--- config.mk ---
export PLATFORM = sky130hd
export DESIGN_NAME = dff_pipe_en_rst_flat
export DESIGN_NICKNAME = d
export VERILOG_FILES = /design/src/rtl/dff_pipe_en_rst_if.sv /design/src/rtl/dff_pipe_en_rst.sv /design/src/flat_wrapper.sv
export SDC_FILE = /design/constraint.sdc
export NUM_CORES = 1
export LEC_CHECK = 0
export BUFFER_PORTS_ARGS = -buffer_cell sky130_fd_sc_hd__buf_2
export CAP_MARGIN = 10
export CORE_UTILIZATION = 45
export CTS_CLUSTER_DIAMETER = 40
export DETAILED_ROUTE_END_ITERATION = 16
export HOLD_SLACK_MARGIN = 0.05
export PLACE_DENSITY_LB_ADDON = 0.15
export SETUP_SLACK_MARGIN = 0.1
export SLEW_MARGIN = 15
export SYNTH_ARGS = -nofsm -noshare
export SYNTH_HDL_FRONTEND = slang
export SYNTH_SLANG_ARGS = --single-unit
--- constraint.sdc ---
create_clock -name clk -period 1.64 [get_ports clk]
set_input_delay 0.164 -clock clk [delete_from_list [all_inputs] [get_ports clk]]
set_output_delay 0.164 -clock clk [all_outputs]
set_load 0.01 [all_outputs]
--- src/rtl/dff_pipe_en_rst_if.sv ---
// Handshake/data bundle for the dff_pipe_en_rst staging pipe.
// master drives control and input beats; slave is the pipe itself.
interface dff_pipe_en_rst_if #(
    parameter int unsigned WIDTH = 32,
    parameter int unsigned DEPTH = 2
);
    localparam int unsigned CNT_W = $clog2(DEPTH + 1);

    logic             en;
    logic             flush;
    logic             set;
    logic             in_valid;
    logic [WIDTH-1:0] in_data;
    logic             in_ready;
    logic             out_valid;
    logic [WIDTH-1:0] out_data;
    logic [CNT_W-1:0] count;

    modport master (
        output en, flush, set, in_valid, in_data,
        input  in_ready, out_valid, out_data, count
    );

    modport slave (
        input  en, flush, set, in_valid, in_data,
        output in_ready, out_valid, out_data, count
    );
endinterface

--- src/rtl/dff_pipe_en_rst.sv ---
// WIDTH-bit, DEPTH-stage stallable pipe with per-stage valid, flush, preset and async reset.
// Define DFF_PIPE_BUBBLE_COLLAPSE_EN to let beats slide into empty stages while stalled.
module dff_pipe_en_rst #(
    parameter int unsigned      WIDTH   = 32,
    parameter int unsigned      DEPTH   = 2,
    parameter logic [WIDTH-1:0] RST_VAL = '0,
    parameter logic [WIDTH-1:0] SET_VAL = '1
) (
    input logic              clk,
    input logic              rst_n,
    dff_pipe_en_rst_if.slave bus
);
    localparam int unsigned CNT_W = $clog2(DEPTH + 1);

    logic [DEPTH-1:0]            v_q;
    logic [DEPTH-1:0]            v_d;
    logic [DEPTH-1:0]            adv;
    logic [DEPTH-1:0][WIDTH-1:0] d_q;
    logic [DEPTH-1:0][WIDTH-1:0] d_d;
    logic [CNT_W-1:0]            cnt;

`ifdef DFF_PIPE_BUBBLE_COLLAPSE_EN
    // A stage may load when the output is consumed or any stage at/after it is empty.
    always_comb begin : adv_collapse
        logic room;
        room = bus.en;
        adv  = '0;
        for (int i = int'(DEPTH) - 1; i >= 0; i--) begin
            room   = room | ~v_q[i];
            adv[i] = room;
        end
    end
`else
    assign adv = {DEPTH{bus.en}};
`endif

    always_comb begin
        v_d = v_q;
        d_d = d_q;
        if (bus.flush) begin
            v_d = '0;
        end else if (bus.set) begin
            v_d = '1;
            d_d = {DEPTH{SET_VAL}};
        end else begin
            if (adv[0]) begin
                v_d[0] = bus.in_valid;
                if (bus.in_valid) begin
                    d_d[0] = bus.in_data;
                end
            end
            // Bubbles move forward as invalid, leaving stale data in place.
            for (int i = 1; i < int'(DEPTH); i++) begin
                if (adv[i]) begin
                    v_d[i] = v_q[i-1];
                    if (v_q[i-1]) begin
                        d_d[i] = d_q[i-1];
                    end
                end
            end
        end
    end

    always_ff @(posedge clk or negedge rst_n) begin
        if (!rst_n) begin
            v_q <= '0;
            d_q <= {DEPTH{RST_VAL}};
        end else begin
            v_q <= v_d;
            d_q <= d_d;
        end
    end

    always_comb begin
        cnt = '0;
        for (int i = 0; i < int'(DEPTH); i++) begin
            cnt = cnt + CNT_W'(v_q[i]);
        end
    end

    assign bus.in_ready  = adv[0];
    assign bus.out_valid = v_q[DEPTH-1];
    assign bus.out_data  = d_q[DEPTH-1];
    assign bus.count     = cnt;
endmodule

--- src/flat_wrapper.sv ---
// flat-port wrapper written by rule: the top's interface ports become plain ports
module dff_pipe_en_rst_flat 
#(
    parameter int unsigned      WIDTH   = 32,
    parameter int unsigned      DEPTH   = 2,
    parameter logic [WIDTH-1:0] RST_VAL = '0,
    parameter logic [WIDTH-1:0] SET_VAL = '1
)
  (clk, rst_n, bus_en, bus_flush, bus_set, bus_in_valid, bus_in_data, bus_in_ready, bus_out_valid, bus_out_data, bus_count);
  dff_pipe_en_rst_if #(.WIDTH(WIDTH), .DEPTH(DEPTH)) bus_i ();
  input logic clk;
  input logic rst_n;
  input wire logic [$bits(bus_i.en)-1:0] bus_en;
  input wire logic [$bits(bus_i.flush)-1:0] bus_flush;
  input wire logic [$bits(bus_i.set)-1:0] bus_set;
  input wire logic [$bits(bus_i.in_valid)-1:0] bus_in_valid;
  input wire logic [$bits(bus_i.in_data)-1:0] bus_in_data;
  output wire logic [$bits(bus_i.in_ready)-1:0] bus_in_ready;
  output wire logic [$bits(bus_i.out_valid)-1:0] bus_out_valid;
  output wire logic [$bits(bus_i.out_data)-1:0] bus_out_data;
  output wire logic [$bits(bus_i.count)-1:0] bus_count;
  assign bus_i.en = bus_en;
  assign bus_i.flush = bus_flush;
  assign bus_i.set = bus_set;
  assign bus_i.in_valid = bus_in_valid;
  assign bus_i.in_data = bus_in_data;
  assign bus_in_ready = bus_i.in_ready;
  assign bus_out_valid = bus_i.out_valid;
  assign bus_out_data = bus_i.out_data;
  assign bus_count = bus_i.count;
  dff_pipe_en_rst #(.WIDTH(WIDTH), .DEPTH(DEPTH), .RST_VAL(RST_VAL), .SET_VAL(SET_VAL)) u_core (.clk(clk), .rst_n(rst_n), .bus(bus_i));
endmodule
Word level (Yosys, flattened, before mapping)
Cells that the tools add are included.
Cells by class
  muxes and demuxes: 9
  $add $sub $neg: 1
  bitwise gates (word level): 1
  reduce and logical (&&, ||, !) cells: 6
Operators by type and width (count)
  $mux W32: 4
  $mux W64: 1
  $reduce_and A3 Y1: 2
  $reduce_bool A2 Y1: 3
  $mux W2: 2
  $reduce_bool A3 Y1: 1
  $add A1 B1 Y2: 1
  $mux W1: 2
  $not A1 Y1: 1
Word-level totals
  logic and storage cells: 20
  bits of input ports: 38
  output and inout bits: 36
  bits in registers: 66

Logic depth before layout (Yosys ltp)
  depth in word-level cells: 3
  depth in mapped cells: 6
  depth with buffers taken out: 3

Worst setup path after synthesis
OpenSTA, ideal clock, no wires.
  path kind: flip-flop to flip-flop
  start: reg u_core.v_q[0]
  end: reg u_core.d_q (netlist bit u_core.bus.out_data[0])
  setup time: 0.077 ns
  data required time: 1.563 ns
  cell stages (with the launch flop): 7
  data arrival time: 1.107 ns
  path buffers: 3
  period minus slack after synthesis: 1.184 ns
  setup slack: 0.456 ns
  path through: dfrtp_1 > and2_1 > buf_2 > nor2b_4 > buf_6 > buf_6 > a21oi_1
Between the ends
  word-level cells in the longest chain between the ends: 2
Ends and longest elaborated chain
  from (decl): RTL line dff_pipe_en_rst.sv:15  | logic [DEPTH-1:0] v_q;
  from (signal assigned): RTL line dff_pipe_en_rst.sv:69  | v_q <= v_d;
  $reduce_bool A2 Y1 (no line)
  $reduce_and A3 Y1 (no line)
  to (signal assigned): RTL line dff_pipe_en_rst.sv:67  | d_q <= {DEPTH{RST_VAL}};
  to (decl): RTL line dff_pipe_en_rst.sv:18  | logic [DEPTH-1:0][WIDTH-1:0] d_q;
No other way between the ends.
A chain may end at the register's enable or synchronous reset.

Final worst setup path
  start: reg u_core.v_q[1]
  end: out bus_count[0]
Between the ends
  word-level cells in the longest chain between the ends: 1
Ends and longest elaborated chain
  $add A1 B1 Y2: RTL line dff_pipe_en_rst.sv:77  | cnt = cnt + CNT_W'(v_q[i]);
  to (decl): RTL line flat_wrapper.sv:21  | output wire logic [$bits(bus_i.count)-1:0] bus_count;
No other way between the ends.

==> results by stage <==
CTS:
- The H-tree was split into 3 levels.
- The quantity of gates resized following cts is 0.
- The clock tree buffer depth is 2.
- The number of sinks driven by the clock tree is 66.
- TritonCTS built the clock tree.
- The number of buffers created by CTS is 9.
- Clock-pin slew was measured on the worst setup and hold paths at 0.07 ns.
- The worst-skew pair later-pin latency is 0.33 ns.
- The master cell of the clock root buffer is clkbuf_8.

Critical path:
- In this run the worst path has a maximum fanout of 3.
- The critical path ends at bus_count[0].
- The minimum setup slack among reg-to-reg paths is 0.39 ns.
- Measured in cells, the most critical reg-to-reg path has a length of 4.
- The stage delay of the slowest cell on the critical path is 0.41 ns.
- In this run the number of cells on the critical path is 2.
- The startpoint identified for the worst register-to-register timing path is u_core.v_q[0].
- Together, buffers and inverters on the worst path number 1.
- STA classifies the critical path startpoint as a flop.
- The origin of the worst setup path is u_core.v_q[1].
- The end of the worst register-to-register path is u_core.bus.out_data[22].
- Walking the worst path, the cells encountered are ha_1 > buf_2.
- The worst-path cell with the longest stage delay is dfrtp_1.
- Broken down by cell family, the worst path's largest delay share belongs to flip-flops.
- The classification of the worst setup path is reg2out.
- The nature of the critical path endpoint is an output pin.
- Data on the critical path is required at its endpoint by 1.48 ns.
- The arrival time at the worst endpoint is 1.21 ns.

Timing:
- The number of endpoints failing setup at the final stage is 0.
- The maximum achievable frequency is 729 MHz.
- Across all setup checks in the final design, the least slack found is 0.268 ns.
- The sum of negative setup slack is 0 ns.
- The clock period minus worst slack is 1.37 ns.
- The pin slew with the least headroom to its limit is 0.357 ns.
- Dividing the final minimum period by the clock period gives 83.6%.
- The number of max-slew violations in the final report was 0.
- In this run the tightest slew margin relative to its limit is 76.2%.
- The worst-case clock skew is 0.00702 ns.
- The number of endpoints with negative hold slack in the final report is 0.
- Setup repair after global routing left no endpoint under its margin.

Routing:
- The detail route stage leaves a number of antenna-violating nets equal to 0.
- The number of detailed-route iterations in the first pass is 4.
- The routed wire length per instance is 14.9 um.
- The average vias per placed instance is 5.27.
- For this run, design rule violations remaining after detail routing come to 0.
- Wires add up to 7510 um.
- For this block, the via count after detailed routing is 2650.
- The number of violations reported at the end of detailed-routing iteration 0 is 210.

Global routing:
- The pin count of the biggest net entering global routing is 67.
- The aggregate global-route resource usage is 20.1%.
- The layer with the highest usage after global routing is met1.
- The wire length of the first global-routing pass is 12000 um.
- The sum of overflow across all layers after global routing is 0.
- The initial antenna violation count is 0.
- The routing usage on met3 is 3.93%.
- The met1 track demand over resource is 29.6%.
- The met2 usage in global routing is 29.3%.
- The via count of the first global-routing pass is 2391.

Pwr:
- The maximum resistive drop on vdd is 0.000463 V.
- The switching power is 1.19 mW.
- The share of total power dissipated in sequential elements is 48.6%.
- Dividing total power by cell area gives a power density of 1090 nW/um^2.
- The design internal power is 2.99 mW.
- After layout, the design draws a total of 4.18 mW.
- The portion of total power attributed to combinational logic is 20.0%.
- Summed over all cells, the static leakage comes to 1.67 nW.
- The switching power share of the total is 28.5%.
- The part of the total power dissipated in the clock network is 31.4%.

Run:
- The number of max-cap violations is 0.

Yosys:
- Multiplexer cells account for 0% of the synthesized area.
- The synthesized netlist devotes 20.0% of its cell area to compound gates.
- The post-synthesis sequential area ratio is 47.8%.
- For this run, the number of Yosys warnings is 0.
- The synthesized netlist devotes 15.4% of its cell area to simple gates.
- The mapped netlist covers 3460 sq um.
- Counting flops and latches in the post-synthesis netlist gives 66.
- The post-synth net total is 404.
- The distinct cell type count of the synthesized netlist is 19.
- The average instance area after synthesis is 9.47 sq um.
- The synthesized instance count is 365.
- The main combinational cell family by area after synthesis is compound AO/OA/AOI/OAI gates.
- Of the total synthesized cell area, the portion taken by full adders, half adders and majority gates is 0.362%.
- The synthesized netlist devotes 0% of its cell area to XOR and XNOR gates.

Worst hold path:
- The worst min-delay path class is in2reg.

Final layout:
- The antenna diode count is 0.
- The layout overhead on the synthesized area is 11.1%.
- The final-layout fill cell count is 668.
- For this run, the post-layout net count is 439.
- Of the cells placed in the final design, the portion with a size suffix greater than 1 is 25.2%.
- The library cells used most frequently in the layout, excluding fill and tap cells, are buf_2, dfrtp_1, nor2_1, a21oi_1, nand2b_1.
- The most common cell after layout, fill and taps aside is buf_2.

Floorplanning:
- The area enclosed by the die boundary is 8040 sq um.
- The initial utilization of the core area, before any placement, comes to 47.2%.
- The core region is 7330 sq um.
- In this run the vertical extent of the chip is 89.7 um.
- The die is 89.7 um wide.
- The number of placement rows is 31.
- During I/O placement, the number of pins put on the boundary was 74.

Placed design:
- During placement, the flow inserted port buffers numbering 73.
- The total half-perimeter wirelength after legalization and detailed placement is 4790 um.
- The setup slack after placement is 0.422 ns.
- The congestion estimate from routability-driven global placement came to 0.701.

Outcome:
- The run finished with clean final reports.
==> flip-flops by register name, summed over array words and instances (netlist names) <==
signal	count
u_core.v_q	2
u_core.d_q	32
u_core.bus.out_data	32
==> final cells by class <==
type                            instances  area [sq um]  area share, %
Sequential cell                        66          1650           43.0
Multi-Input combinational cell        203          1240           32.2
Timing Repair Buffer                   89           528           13.7
Clock buffer                           12           145           3.78
Tap cell                               99           124           3.22
Inverter                               31           116           3.03
Clock inverter                          3          40.0           1.04
==> worst register-to-register path, cell delays in order (launching register included) <==
cell and delay, ns:
dfrtp_1 0.40, and2_1 0.20, buf_4 0.20, o31ai_1 0.25, a21oi_1 0.07
==> cells in the mapped netlist <==
library cell / number / area share (%)
o31ai_1: 32 / 6.9
and2_1: 1 / 0.18
a221oi_1: 31 / 7.9
o32a_1: 1 / 0.29
ha_1: 1 / 0.36
inv_1: 31 / 3.4
clkbuf_1: 14 / 1.5
nor2b_1: 1 / 0.18
nor2_1: 34 / 3.7
nand2b_1: 33 / 6.0
nor2b_4: 1 / 0.40
nand3b_1: 1 / 0.22
a21oi_1: 34 / 4.9
buf_4: 38 / 8.3
nor3_1: 32 / 4.6
dfrtp_1: 66 / 48
buf_6: 8 / 2.6
nand2_1: 1 / 0.11
buf_2: 5 / 0.72
==> worst min-delay path by stage <==
| stage | startpoint | endpoint | slack, ns | cells past startpoint |
|---|---|---|---|---|
| after floorplan | rst_n | u_core.bus.out_data[0] | -0.13 | 0 |
| after global placement | rst_n | u_core.d_q[29] | 0.21 | 2 |
| after detailed placement | rst_n | u_core.bus.out_data[29] | 0.21 | 2 |
| after CTS | bus_in_data[21] | u_core.d_q[21] | 0.07 | 2 |
| after global routing | bus_in_data[21] | u_core.d_q[21] | 0.09 | 2 |
| final | bus_in_data[21] | u_core.d_q[21] | 0.08 | 2 |
==> power groups by stage <==
stage | clock network (mW) | registers, mW | logic, mW
finish | 1.31 | 2.03 | 0.837
global route | 1.44 | 2.06 | 0.941
CTS | 1.36 | 2.04 | 0.849
detailed placement | 0 | 2.07 | 0.845
global placement | 0 | 2.06 | 0.830
floorplan | 0 | 2.02 | 0.729
==> cell families (layout without fill, tap and decap cells) <==
kind of cell | count (synthesis) | count (layout)
AO/OA/AOI/OAI | 98 | 98
adder cells (fa/ha/maj) | 1 | 1
buffers and inverters | 96 | 135
flip-flops | 66 | 66
AND/OR/NAND/NOR | 104 | 104
==> repair_timing <==
| item | in CTS | in global routing |
|---|---|---|
| setup endpoints to repair | 0 | 0 |
| endpoints found under the hold margin | 66 | 0 |
| hold buffers | 1 | 0 |
| buffers inserted | 0 | 0 |
==> routing by layer <==
layer,vias to the layer above,routed length (um)
met4,0,112
met3,9,279
met2,61,3350
li1,1317,-
met5,-,0
met1,1263,3770
==> stage by stage <==
step	hold WS, ns	instances	utilization, %	instance area, sq um
3_3_place_gp	0.214	487	49.7	3650
6_report	0.0790	503	52.4	3840
3_5_place_dp	0.212	487	49.7	3650
2_1_floorplan	-0.132	365	-	3460
5_1_grt	0.0869	503	52.4	3840
4_1_cts	0.0728	503	52.4	3840
Note: power is estimated with default switching activity, not from simulation.
